## src/rtl/image_stream_reader.sv

```systemverilog
// image_stream_reader: sweeps a contiguous window of the 1-cycle-latency image
// memory and emits it as a framed byte stream, with credit-based read issue
// and a small FIFO so downstream backpressure never drops a byte.
module image_stream_reader #(
  parameter int ADDR_W     = 10,
  parameter int DATA_W     = 8,
  parameter int FRAME_LEN  = 1024,
  parameter int BASE_ADDR  = 0,
  parameter int FIFO_DEPTH = 4
) (
  input  logic              clk,
  input  logic              reset_n,
  input  logic              start,
  input  logic              abort,
  output logic              busy,
  output logic              done,
  output logic [ADDR_W-1:0] mem_address,
  output logic              mem_read,
  input  logic [DATA_W-1:0] mem_readdata,
  output logic [DATA_W-1:0] out_data,
  output logic              out_valid,
  input  logic              out_ready,
  output logic              out_sop,
  output logic              out_eop
);

  localparam int PTR_W = $clog2(FIFO_DEPTH);
  localparam int CNT_W = PTR_W + 1;
  localparam logic [ADDR_W:0]   LAST_IDX = (ADDR_W + 1)'(FRAME_LEN - 1);
  localparam logic [ADDR_W-1:0] BASE     = ADDR_W'(BASE_ADDR);
  localparam logic [CNT_W-1:0]  DEPTH    = CNT_W'(FIFO_DEPTH);

  typedef enum logic [1:0] {IDLE, ISSUE, DRAIN} state_t;

  state_t state, state_next;

  logic [ADDR_W:0]   issue_count;
  logic              inflight;
  logic              inflight_sop;
  logic              inflight_eop;

  logic [DATA_W-1:0] fifo_data [FIFO_DEPTH];
  logic              fifo_sop  [FIFO_DEPTH];
  logic              fifo_eop  [FIFO_DEPTH];
  logic [PTR_W-1:0]  wr_ptr;
  logic [PTR_W-1:0]  rd_ptr;
  logic [CNT_W-1:0]  fifo_count;
  logic [CNT_W-1:0]  occupancy;

  logic push;
  logic pop;
  logic frame_end;

  // Credits: a read may only go out if its byte is guaranteed a FIFO slot,
  // counting the byte already on its way back from the memory.
  always_comb begin
    occupancy   = fifo_count + CNT_W'(inflight);
    mem_read    = (state == ISSUE) && (occupancy < DEPTH);
    mem_address = BASE + issue_count[ADDR_W-1:0];
    busy        = (state != IDLE);
    out_valid   = (fifo_count != '0);
    out_data    = out_valid ? fifo_data[rd_ptr] : '0;
    out_sop     = out_valid & fifo_sop[rd_ptr];
    out_eop     = out_valid & fifo_eop[rd_ptr];
    push        = inflight;
    pop         = out_valid & out_ready;
    frame_end   = (state == DRAIN) && pop && out_eop &&
                  (fifo_count == CNT_W'(1)) && !inflight;
  end

  // Next-state logic; abort overrides everything and start is ignored
  // during the done pulse so a frame cannot be re-triggered back to back.
  always_comb begin
    state_next = state;
    unique case (state)
      IDLE:    if (start && !done) state_next = ISSUE;
      ISSUE:   if (mem_read && (issue_count == LAST_IDX)) state_next = DRAIN;
      DRAIN:   if (frame_end) state_next = IDLE;
      default: state_next = IDLE;
    endcase
    if (abort) state_next = IDLE;
  end

  // State register and the one-cycle done pulse on a completed frame.
  always_ff @(posedge clk or negedge reset_n) begin
    if (!reset_n) begin
      state <= IDLE;
      done  <= 1'b0;
    end else begin
      state <= state_next;
      done  <= frame_end & ~abort;
    end
  end

  // Read issue counter plus the tag of the read currently in flight.
  always_ff @(posedge clk or negedge reset_n) begin
    if (!reset_n) begin
      issue_count  <= '0;
      inflight     <= 1'b0;
      inflight_sop <= 1'b0;
      inflight_eop <= 1'b0;
    end else if (abort) begin
      issue_count  <= '0;
      inflight     <= 1'b0;
      inflight_sop <= 1'b0;
      inflight_eop <= 1'b0;
    end else begin
      inflight     <= mem_read;
      inflight_sop <= (issue_count == '0);
      inflight_eop <= (issue_count == LAST_IDX);
      if (frame_end) begin
        issue_count <= '0;
      end else if (mem_read) begin
        issue_count <= issue_count + (ADDR_W + 1)'(1);
      end
    end
  end

  // FIFO pointers and occupancy; abort empties the buffer in one cycle.
  always_ff @(posedge clk or negedge reset_n) begin
    if (!reset_n) begin
      wr_ptr     <= '0;
      rd_ptr     <= '0;
      fifo_count <= '0;
    end else if (abort) begin
      wr_ptr     <= '0;
      rd_ptr     <= '0;
      fifo_count <= '0;
    end else begin
      if (push) wr_ptr <= wr_ptr + PTR_W'(1);
      if (pop)  rd_ptr <= rd_ptr + PTR_W'(1);
      if (push && !pop) begin
        fifo_count <= fifo_count + CNT_W'(1);
      end else if (pop && !push) begin
        fifo_count <= fifo_count - CNT_W'(1);
      end
    end
  end

  // FIFO storage; contents are only visible through the gated outputs.
  always_ff @(posedge clk) begin
    if (push) begin
      fifo_data[wr_ptr] <= mem_readdata;
      fifo_sop[wr_ptr]  <= inflight_sop;
      fifo_eop[wr_ptr]  <= inflight_eop;
    end
  end

endmodule

```

## config.mk

```make
export PLATFORM = sky130hd
export DESIGN_NAME = image_stream_reader
export DESIGN_NICKNAME = d
export VERILOG_FILES = /design/src/rtl/image_stream_reader.sv
export SDC_FILE = /design/constraint.sdc
export NUM_CORES = 1
export LEC_CHECK = 0
export CORE_UTILIZATION = 52
export CTS_BUF_LIST = sky130_fd_sc_hd__clkbuf_4
export DETAILED_ROUTE_END_ITERATION = 16
export PLACE_DENSITY = 0.78
export SLEW_MARGIN = 20
export SYNTH_ARGS = -nofsm -noshare
export SYNTH_HDL_FRONTEND = slang
export SYNTH_SLANG_ARGS = --single-unit
```

## constraint.sdc

```tcl
create_clock -name clk -period 1.6 [get_ports clk]
set_input_delay 0.32 -clock clk [delete_from_list [all_inputs] [get_ports clk]]
set_output_delay 0.32 -clock clk [all_outputs]
set_load 0.1 [all_outputs]
```

* Word-level counts from Yosys, hierarchy flattened *
Memories as Yosys holds them, arrays and structs flattened.
Index checks and enable logic that the tools add are counted.

operators by class
  bitwise operators = 5
  $lt $le $gt $ge = 1
  multiplexer cells = 21
  add/subtract/negate cells = 6
  eq/ne operators = 7
  reductions and logical operators = 21

operators with widths
  cell                                                                number
  11-bit 2-to-1 mux                                                   3
  2-bit 2-to-1 mux                                                    8
  11-bit by 1-bit adder with 11-bit output, second input constant     1
  11-bit by 10-bit == test with 1-bit output, second input constant   1
  11-bit zero test                                                    1
  1-bit logical AND                                                   9
  3-bit 2-to-1 mux                                                    3
  3-bit nonzero test                                                  3
  8-bit 2-to-1 mux                                                    1
  3-bit != test, second input constant                                2
  2-bit case mux with 3 select lines                                  1
  2-bit nonzero test                                                  3
  1-bit 2-to-1 mux                                                    5
  2-bit by 1-bit adder with 2-bit output, second input constant       2
  1-bit bitwise AND                                                   4
  3-bit by 1-bit adder with 3-bit output                              1
  3-bit by 1-bit adder with 3-bit output, second input constant       1
  3-bit by 1-bit == test with 1-bit output, second input constant     1
  1-bit zero test                                                     3
  3-bit < comparator, second input constant                           1
  3-bit by 2-bit != test with 1-bit output, second input constant     1
  3-bit AND reduction                                                 1
  3-bit by 1-bit subtractor with 3-bit output, second input constant  1
  2-bit by 1-bit == test with 1-bit output, second input constant     1
  other kinds (3)                                                     3

word-level totals
  flip-flop bits (word level) = 24
  memories kept = 3
  RAM bits = 40
  output and inout port bits = 24
  logic and storage cells = 73
  bits of input ports = 13

memory list
  memory     depth  width  read ports  clocked after memory_dff  write ports  RTL line  source
  fifo_data  4      8      1           0                         1            42        logic [DATA_W-1:0] fifo_data [FIFO_DEPTH];
  fifo_eop   4      1      1           0                         1            44        logic fifo_eop [FIFO_DEPTH];
  fifo_sop   4      1      1           0                         1            43        logic fifo_sop [FIFO_DEPTH];

* Longest topological paths before layout *
Gate-level depths: netlist of run 1.

  word-level depth = 9
  gate-level depth with buffers = 7
  mapped depth without buffers = 7

* Worst setup path after synthesis of run 1 *
OpenSTA, ideal clock, no wires.

  path kind = register to output
  from = register fifo_count[0]
  to = output out_data[0]
  data arrival time = 2.884 ns
  slack = -1.604 ns
  buffers on the path = 1
  cell stages (with the launch flop) = 7
  data required time = 1.280 ns
  path through = dfrtp_1 inv_1 ha_1 and2b_1 inv_1 clkbuf_1 and2_1

on the way
  longest elaborated chain between the ends = 2

ends and longest elaborated chain
  element                 RTL line  source
  from (decl)             47        logic [CNT_W-1:0] fifo_count;
  from (signal assigned)  133       fifo_count <= fifo_count + CNT_W'(1);
  from (signal assigned)  135       fifo_count <= fifo_count - CNT_W'(1);
  3-bit nonzero test      61        out_valid = (fifo_count != '0);
  named net out_valid     21        output logic out_valid,
  8-bit 2-to-1 mux        62        out_data = out_valid ? fifo_data[rd_ptr] : '0;
  to (decl)               20        output logic [DATA_W-1:0] out_data,

The timed path passes the listed nets, and every way through them passes these cells.

* Worst setup path in the final report of run 1 *
  from = register rd_ptr[0]
  to = output out_data[1]

on the way
  longest elaborated chain between the ends = 2

ends and longest elaborated chain
  element                 RTL line  source
  from (decl)             46        logic [PTR_W-1:0] rd_ptr;
  from (signal assigned)  131       if (pop) rd_ptr <= rd_ptr + PTR_W'(1);
  memory read 4 x 8 bit   -
  8-bit 2-to-1 mux        62

Every way passes these cells.

==> metrics.cfg, run 1 <==
[clocking]
hold_buffers=0
cts_max_level=3
tritoncts=yes
clock_latency_ns=0.42
clockBufferDepth=2
clk_pin_slew_worst_paths_ns=0.12
root_buffer=clkbuf_4
clock_sinks=64
cts_buffers=9

[placed_design]
placed_cells=354
dp_hpwl_mm=4.59
finalWeightedCongestion=0.825
numPortBuffers=36
dpl_cell_area_mm2=0.00400
dpl_worst_slack_ns=-0.217

[worst_setup_path]
crit_top_cell=buf_12
endpoint_kind=output port
worst_path_largest_cell_delay_ns=0.49
crit_path_start_kind=register
cp.depth=5
cp_top_family=multiplexers
cp_max_fo=7
worst-path-buf-inv=3
worstPathRequired_ns=1.28
rr_worst_depth=7
criticalPathCategory=reg2out
slowest_stage=mux4_2
path_cells=buf_12 > buf_12 > mux4_2 > and2_4 > buf_12
arrival_ns=1.88

[min_path]
hold_path.class=in2async

[global_route]
grt_max_degree=25
antenna_found_initial=0
grt_pass1_vias=2367
grt_pass1_wl_mm=12.2
grt_usage_pct=27.9
overflow=0

[cells_and_area]
drive_above_1_share_pct=53.1
num-nets-final=342
finalNonFillerCells=396
area.growth.synth_to_final_pct=54.9
fillCellCount=243
diodes=0
utilization_pct=83.2
final_area_mm2=0.00458

[yosys]
yosysTopAreaCellShare_pct=40.6
synthDistinctLibCells=46
synth_top_area_cell=edfxtp_1
synthFlopType=edfxtp_1
async_reset_ff_share_pct=37.5
synthTopCellsByArea=edfxtp_1 (41%), dfrtp_1 (20%), mux4_2 (7.6%), ha_1 (4.2%), and2_1 (3.0%)
syn_area_per_cell_um2=13.8
synth_edf_count=40
synth_area_mm2=0.00296
synth_seq_area_share_pct=60.9
yosysWarnings=0
syn-num-nets=238
syn_inst=215
ys_seq_elements=64

[die]
io_pins=37
die_h_um=77.4
initial_utilization_pct=53.7
dieArea_mm2=0.00599
row_count=27
die_w_um=77.4
core_area_mm2=0.00551

[power]
power_density_mw_per_mm2=1610
p_sw_mw=3.12
seqPwrFrac_pct=27.0
vdd_drop_max_mv=1.41
comb_power_share_pct=60.4
internal_power_mw=4.26
power_mw=7.38
p_clk_share_pct=12.6
switching_share_pct=42.3
p_leak_nw=1.78

[run]
drv_cap=0

[timing]
slew_violations=0
max_freq_ghz=0.454
slew-limit-headroom_pct=72.1
setup_viol=32
fin_crit_ns=2.20
fin_skew_ns=0.0142
worst_pin_slew_ns=0.416
post-route-period-util_pct=138
hold_ws_ns=0.252
grt_setup_unrepaired=true
fin_ws_ns=-0.602
setup-tns-final_ns=-12.18
hold_violations=0

[detailed_routing]
drt_iter0_markers=281
routed_wl_mm=8.27
dr.pass1.iters=5
ant_nets=0
via_count=2290
drc=0
viasPerCell=5.78
routedWlPerCell_um=20.9

[status]
violations=setup timing
status=finished with violations

Yosys cell counts, types with 2 or more instances:
cell	instances
xor2_1	4
edfxtp_1	40
and2_1	14
clkbuf_1	4
o21ai_0	4
ha_1	10
buf_2	2
buf_4	10
nor4_1	2
nor2b_1	2
nand4_1	5
o31ai_1	3
nand3_1	7
or3_1	2
mux4_2	10
a21oi_1	10
o211ai_1	2
xnor2_1	5
inv_1	10
dfrtp_1	24
mux2i_1	2
nor2_1	14
nand2_1	5
or4_1	2
worst register-to-register path, delay by kind of cell, from the launching register on:
kind                   cells  cell delay [ns]
buffers and inverters      3             0.43
AND/OR/NAND/NOR            1             0.42
flip-flops                 1             0.46
AO/OA/AOI/OAI              3             0.64
final timing paths:
check	from	to	slack, ns
min in group clk	inflight_sop	fifo_sop[2]	0.53
min reg2reg	inflight_sop	fifo_sop[2]	0.53
max reg2reg	fifo_count[0]	issue_count[9]	-0.40
max in group asynchronous	reset_n	issue_count[2]	1.08
max	rd_ptr[0]	out_data[1]	-0.60
min	reset_n	inflight_eop	0.25
layer usage:
layer  up-vias  wire length [um]  global-route usage [%]
met5         -                 0                       0
met2       118              4380                    49.8
li1        996                 -                       -
met1      1158              3210                    32.6
met3        18               493                    6.24
met4         0               190                    10.6
state kept, by name, indices dropped and copies added (netlist names):
signal,count
inflight,1
inflight_eop,1
inflight_sop,1
fifo_eop,4
rd_ptr,2
done,1
issue_count,11
wr_ptr,2
fifo_count,3
fifo_sop,4
fifo_data,32
state,2
power groups by stage:
stage / clock, mW / sequential, mW / combinational, mW
after floorplan: 0 / 1.98 / 2.31
after global placement: 0 / 1.99 / 3.54
after detailed placement: 0 / 2.00 / 3.63
after CTS: 0.920 / 1.97 / 4.13
after global routing: 1.01 / 2.00 / 4.62
final: 0.928 / 1.99 / 4.46
cells in the final DEF, fill, tap and decap left out, drive strengths merged, types with 4 or more instances in the layout:
| cell type | n |
|---|---|
| inv | 10 |
| clkinvlp | 4 |
| o21ai | 5 |
| nor2 | 14 |
| clkdlybuf4s50 | 12 |
| nand3 | 7 |
| ha | 10 |
| edfxtp | 40 |
| clkbuf | 10 |
| mux4 | 10 |
| xor2 | 4 |
| nand4 | 5 |
| nand2 | 5 |
| xnor2 | 5 |
| and2 | 14 |
| a21oi | 10 |
| dfrtp | 24 |
| buf | 96 |
layout make-up:
type                       count  area [um2]  area share [%]
clock inverter                 6        36.3           0.792
timing repair buffer         108        1310            28.7
inverter                      10        46.3            1.01
sequential                    64        1810            39.5
timing repair inverter         1        6.26           0.137
multi-input combinational    125        1210            26.3
tap                           72        90.1            1.97
clock buffer                  10        75.1            1.64
kinds of logic (layout without fill, tap and decap cells):
family          count (synthesis)  in the layout  share of synthesized area, %
simple gates                   66             66                          13.1
fa+ha+maj                      10             10                          4.23
xor+xnor                        9              9                          2.66
mux                            12             12                          8.29
buf+inv                        26            135                          4.65
flops                          64             64                          60.9
compound gates                 28             28                          6.18
repair_timing:
action,in CTS,in global routing
hold endpoints to repair,0,0
setup buffers,19,11
pin swaps,16,17
gates resized for setup,29,35
endpoints found under the setup margin,31,33
cloned,2,0
Power figures use the tool's default switching activity.
==> run 2, diff against run 1 <==
--- a/config.mk
+++ b/config.mk
@@ -8,7 +8,9 @@
 export CORE_UTILIZATION = 52
 export CTS_BUF_LIST = sky130_fd_sc_hd__clkbuf_4
 export DETAILED_ROUTE_END_ITERATION = 16
+export GPL_ROUTABILITY_DRIVEN = 0
 export PLACE_DENSITY = 0.78
+export SKIP_CTS_REPAIR_TIMING = 1
 export SLEW_MARGIN = 20
 export SYNTH_ARGS = -nofsm -noshare
 export SYNTH_HDL_FRONTEND = slang
==> run 2 against run 1 <==
  * The run still ends with setup timing left
  * Clock-buffer cell count is the same
  * Sequential share of layout area grew 1.7 points
  * Fmax is essentially flat
  * Global-route usage shrank 4.6 points
  * Register-to-register slack gained 0.02 ns
  * First-iteration DRC count shrank 50%
  * Sequential power shrank 2%
  * Clock power shrank 2.4%
  * Utilization shrank 3.4 points
  * Highest routed layer unchanged
==> metrics.cfg, run 2 (synthesis results as in run 1) <==
[status]
status=finished with violations
violations=setup timing

[clocking]
clock_sinks=64
root_buffer=clkbuf_4
cts_max_level=3
clockBufferDepth=2
cts_buffers=9
clock_latency_ns=0.41
tritoncts=yes
clk_pin_slew_worst_paths_ns=0.11

[worst_setup_path]
worstPathRequired_ns=1.28
rr_worst_depth=6
reg2reg_to=issue_count[7]
arrival_ns=1.88
cp_max_fo=9
regToRegSetupSlack_ns=-0.38
r2r-start=fifo_count[0]
endpoint_kind=output port
criticalPathCategory=reg2out
crit_path_start_kind=register

[global_route]
grt_max_degree=25
grt_pass1_vias=2123
overflow=0
grt_usage_pct=23.3
grt_pass1_wl_mm=10.3
antenna_found_initial=0

[die]
io_pins=37
dieArea_mm2=0.00599
core_area_mm2=0.00551
row_count=27
die_h_um=77.4
initial_utilization_pct=53.7
die_w_um=77.4

[cells_and_area]
biggestRegsByFlops=fifo_data: 32 flops, issue_count: 11 flops
mostFrequentLayoutCell=buf_4
num-nets-final=330
drive_above_1_share_pct=49.7
final_area_mm2=0.00439
area.growth.synth_to_final_pct=48.5
final_cell_mix=buf_4 (44), edfxtp_1 (40), buf_12 (30), dfrtp_1 (20), clkdlybuf4s50_1 (12)
regMostFlops=fifo_data
largest_reg_flops=32
finalNonFillerCells=384
diodes=0

[timing]
worst_pin_slew_ns=0.324
max_freq_ghz=0.454
fin_skew_ns=0.00560
fin_crit_ns=2.20
hold_ws_ns=0.265
post-route-period-util_pct=138
fin_ws_ns=-0.601
slew-limit-headroom_pct=78.1
setup_viol=29
setup-tns-final_ns=-10.07
grt_setup_unrepaired=true
hold_violations=0
slew_violations=0

[power]
power_mw=7.07
power_density_mw_per_mm2=1610
vdd_drop_max_mv=1.36
p_leak_nw=1.70

[run]
drv_cap=0

[detailed_routing]
drt_iter0_markers=140
ant_nets=0
via_count=2145
drc=0
dr.pass1.iters=5
routed_wl_mm=7.14
routedWlPerCell_um=18.6
viasPerCell=5.59

[min_path]
hold_path.class=in2async

[placed_design]
placed_cells=354
numPortBuffers=36
dpl_cell_area_mm2=0.00400
dp_hpwl_mm=4.59

==> run 2: cell count changes in the layout (fill, tap and decap cells not counted), sizes merged <==
cell	change
buf	-11
inv	-2
clkinv	+1
==> run 2: cell type report <==
cell class | count | area (um2)
multi-input combinational | 125 | 1160
inverter | 10 | 46.3
clock buffer | 10 | 75.1
timing repair buffer | 97 | 1170
clock inverter | 6 | 36.3
tap | 72 | 90.1
sequential | 64 | 1810
fill | 287 | 1110
==> run 2: how the worst max path moves through the flow <==
| stage | from | end | slack, ns |
|---|---|---|---|
| after floorplan | fifo_count[1] | out_data[0] | -0.22 |
| after global placement | fifo_count[1] | state[0] | -0.13 |
| after detailed placement | fifo_count[1] | issue_count[7] | -0.22 |
| after CTS | fifo_count[1] | out_data[7] | -0.64 |
| after global routing | rd_ptr[0] | out_data[1] | -0.68 |
| final | rd_ptr[0] | out_data[5] | -0.60 |
==> run 2: layer usage <==
metal	vias up	track usage, %	share of wire (%)	wire, um
met5	-	0	0	0
met4	0	9.43	1.9	137
met3	12	6.12	4.3	308
met2	73	39.0	54	3880
met1	1086	28.7	39	2810
li1	974	-	-	-
==> run 2: metrics by stage <==
stage                     setup WS (ns)  utilization (%)
after global placement           -0.132             72.6
after floorplan                  -0.221                -
after CTS                        -0.637             74.7
after detailed placement         -0.217             72.6
final                            -0.601             79.8
after global routing             -0.675             79.8
==> run 2: power breakdown <==
| group | switching, mW | internal (mW) | leakage (nW) |
|---|---|---|---|
| Combinational | 2.30 | 1.92 | 0.960 |
| Sequential | 0.0846 | 1.87 | 0.685 |
| Clock | 0.582 | 0.325 | 0.0558 |
| Total | 2.96 | 4.11 | 1.70 |
==> run 2: worst max-delay path, stage by stage, from the launching register on <==
cell and delay, ns:
dfrtp_1 0.39, buf_12 0.15, buf_12 0.12, mux4_2 0.49
and2_4 0.16, buf_12 0.16
==> run 3, diff against run 2 <==
--- a/config.mk
+++ b/config.mk
@@ -5,13 +5,16 @@
 export SDC_FILE = /design/constraint.sdc
 export NUM_CORES = 1
 export LEC_CHECK = 0
+export CORE_MARGIN = 3
 export CORE_UTILIZATION = 52
 export CTS_BUF_LIST = sky130_fd_sc_hd__clkbuf_4
 export DETAILED_ROUTE_END_ITERATION = 16
 export GPL_ROUTABILITY_DRIVEN = 0
 export PLACE_DENSITY = 0.78
+export SETUP_SLACK_MARGIN = 0.3
 export SKIP_CTS_REPAIR_TIMING = 1
 export SLEW_MARGIN = 20
 export SYNTH_ARGS = -nofsm -noshare
 export SYNTH_HDL_FRONTEND = slang
 export SYNTH_SLANG_ARGS = --single-unit
+export TNS_END_PERCENT = 20
==> run 3 against run 2 <==
  * The flow still finishes with violations (setup timing)
  * Largest cell class unchanged
  * Sequential share of layout area up 0.83 points
  * Utilization up 1.5 points
  * Fmax up 2.1%
  * Worst setup slack improved by 0.046 ns
  * Highest routed layer unchanged
==> metrics.cfg, run 3 (synthesis results as in run 1) <==
[die]
initial_utilization_pct=55.8
core_area_mm2=0.00530
row_count=26
die_w_um=81.4
dieArea_mm2=0.00663
io_pins=37
die_h_um=81.4

[timing]
setup_viol=31
worst_pin_slew_ns=0.355
max_freq_ghz=0.464
setup-tns-final_ns=-9.79
slew_violations=0
fin_ws_ns=-0.555
fin_skew_ns=0.0166
post-route-period-util_pct=135
hold_ws_ns=0.253
grt_setup_unrepaired=true
hold_violations=0
slew-limit-headroom_pct=76.2
fin_crit_ns=2.15

[global_route]
grt_usage_pct=22.4
antenna_found_initial=0
overflow=0
grt_pass1_wl_mm=10.7
grt_pass1_vias=2223
grt_max_degree=25

[clocking]
clock_sinks=64
tritoncts=yes
cts_max_level=3
clock_latency_ns=0.41
cts_buffers=9
clk_pin_slew_worst_paths_ns=0.12
clockBufferDepth=2
root_buffer=clkbuf_4

[min_path]
hold_path.class=in2async

[worst_setup_path]
reg2reg_to=issue_count[10]
crit_path_start_kind=register
r2r-start=rd_ptr[0]
worstPathRequired_ns=1.28
criticalPathCategory=reg2out
cp_max_fo=4
arrival_ns=1.83
endpoint_kind=output port
regToRegSetupSlack_ns=-0.29
rr_worst_depth=7

[cells_and_area]
final_cell_mix=edfxtp_1 (40), buf_4 (38), buf_12 (25), dfrtp_1 (19), buf_6 (18)
biggestRegsByFlops=fifo_data: 32 flops, issue_count: 11 flops
mostFrequentLayoutCell=edfxtp_1
largest_reg_flops=32
diodes=0
area.growth.synth_to_final_pct=45.7
final_area_mm2=0.00431
seqCellArea_mm2=0.00181
regMostFlops=fifo_data
drive_above_1_share_pct=48.1
fillCellCount=259
num-nets-final=326
utilization_pct=81.3
multi_input_area_mm2=0.00112

[detailed_routing]
drc=0
dr.pass1.iters=4
ant_nets=0
viasPerCell=5.66
routed_wl_mm=7.03
via_count=2139
routedWlPerCell_um=18.6
drt_iter0_markers=164

[placed_design]
numPortBuffers=36
dp_hpwl_mm=4.53
dpl_cell_area_mm2=0.00399

[status]
violations=setup timing
status=finished with violations

[power]
vdd_drop_max_mv=1.69
p_leak_nw=1.67
power_density_mw_per_mm2=1580

[run]
drv_cap=0

run 3: cell count changes in the layout (fill, tap and decap cells not counted), sizes merged:
cell and delta:
buf -4, bufinv +1, clkbuf -1, clkinv -2
inv +2
run 3: stage by stage:
step | instances | total power [mW] | setup slack [ns]
after global placement | 356 | 5.47 | -0.132
after detailed placement | 356 | 5.56 | -0.193
after global routing | 378 | 7.07 | -0.619
after CTS | 372 | 6.65 | -0.656
after floorplan | 215 | 4.29 | -0.221
final | 378 | 6.81 | -0.555
run 3: worst max path at each step:
| stage | start | endpoint | slack [ns] | cells after the start |
|---|---|---|---|---|
| after global routing | rd_ptr[0] | out_eop | -0.62 | 4 |
| after CTS | fifo_count[1] | out_data[7] | -0.66 | 6 |
| after floorplan | fifo_count[1] | out_data[0] | -0.22 | 6 |
| after global placement | rd_ptr[0] | out_sop | -0.13 | 4 |
| after detailed placement | fifo_count[1] | fifo_count[2] | -0.19 | 8 |
| final | rd_ptr[0] | out_eop | -0.55 | 4 |
run 3: cell type report:
type	instances	share of cell area [%]
Sequential cell	64	42.0
Timing Repair Buffer	93	25.7
Multi-Input combinational cell	125	26.0
Clock buffer	9	1.57
Clock inverter	7	1.66
Inverter	10	1.02
Tap cell	70	2.03
run 3: power breakdown:
part / switching (mW) / internal (mW) / total, mW / leakage [nW]
clock network: 0.617 / 0.475 / 1.09 / 0.0683
registers: 0.127 / 1.87 / 2.00 / 0.684
logic: 2.12 / 1.60 / 3.72 / 0.918
run 3: layer usage:
metal | global-route usage [%] | up-vias | share of wire, % | wire, um
li1 | - | 971 | - | -
met1 | 28.5 | 1079 | 41 | 2890
met2 | 36.8 | 75 | 52 | 3680
met5 | 0 | - | 0 | 0
met4 | 9.80 | 0 | 1.9 | 136
met3 | 5.26 | 14 | 4.5 | 319
run 3: worst max-delay path, cell delays in order, from the launching register on:
cell,delay [ns]
dfrtp_2,0.43
buf_4,0.13
mux4_2,0.53
and2_4,0.17
buf_12,0.16
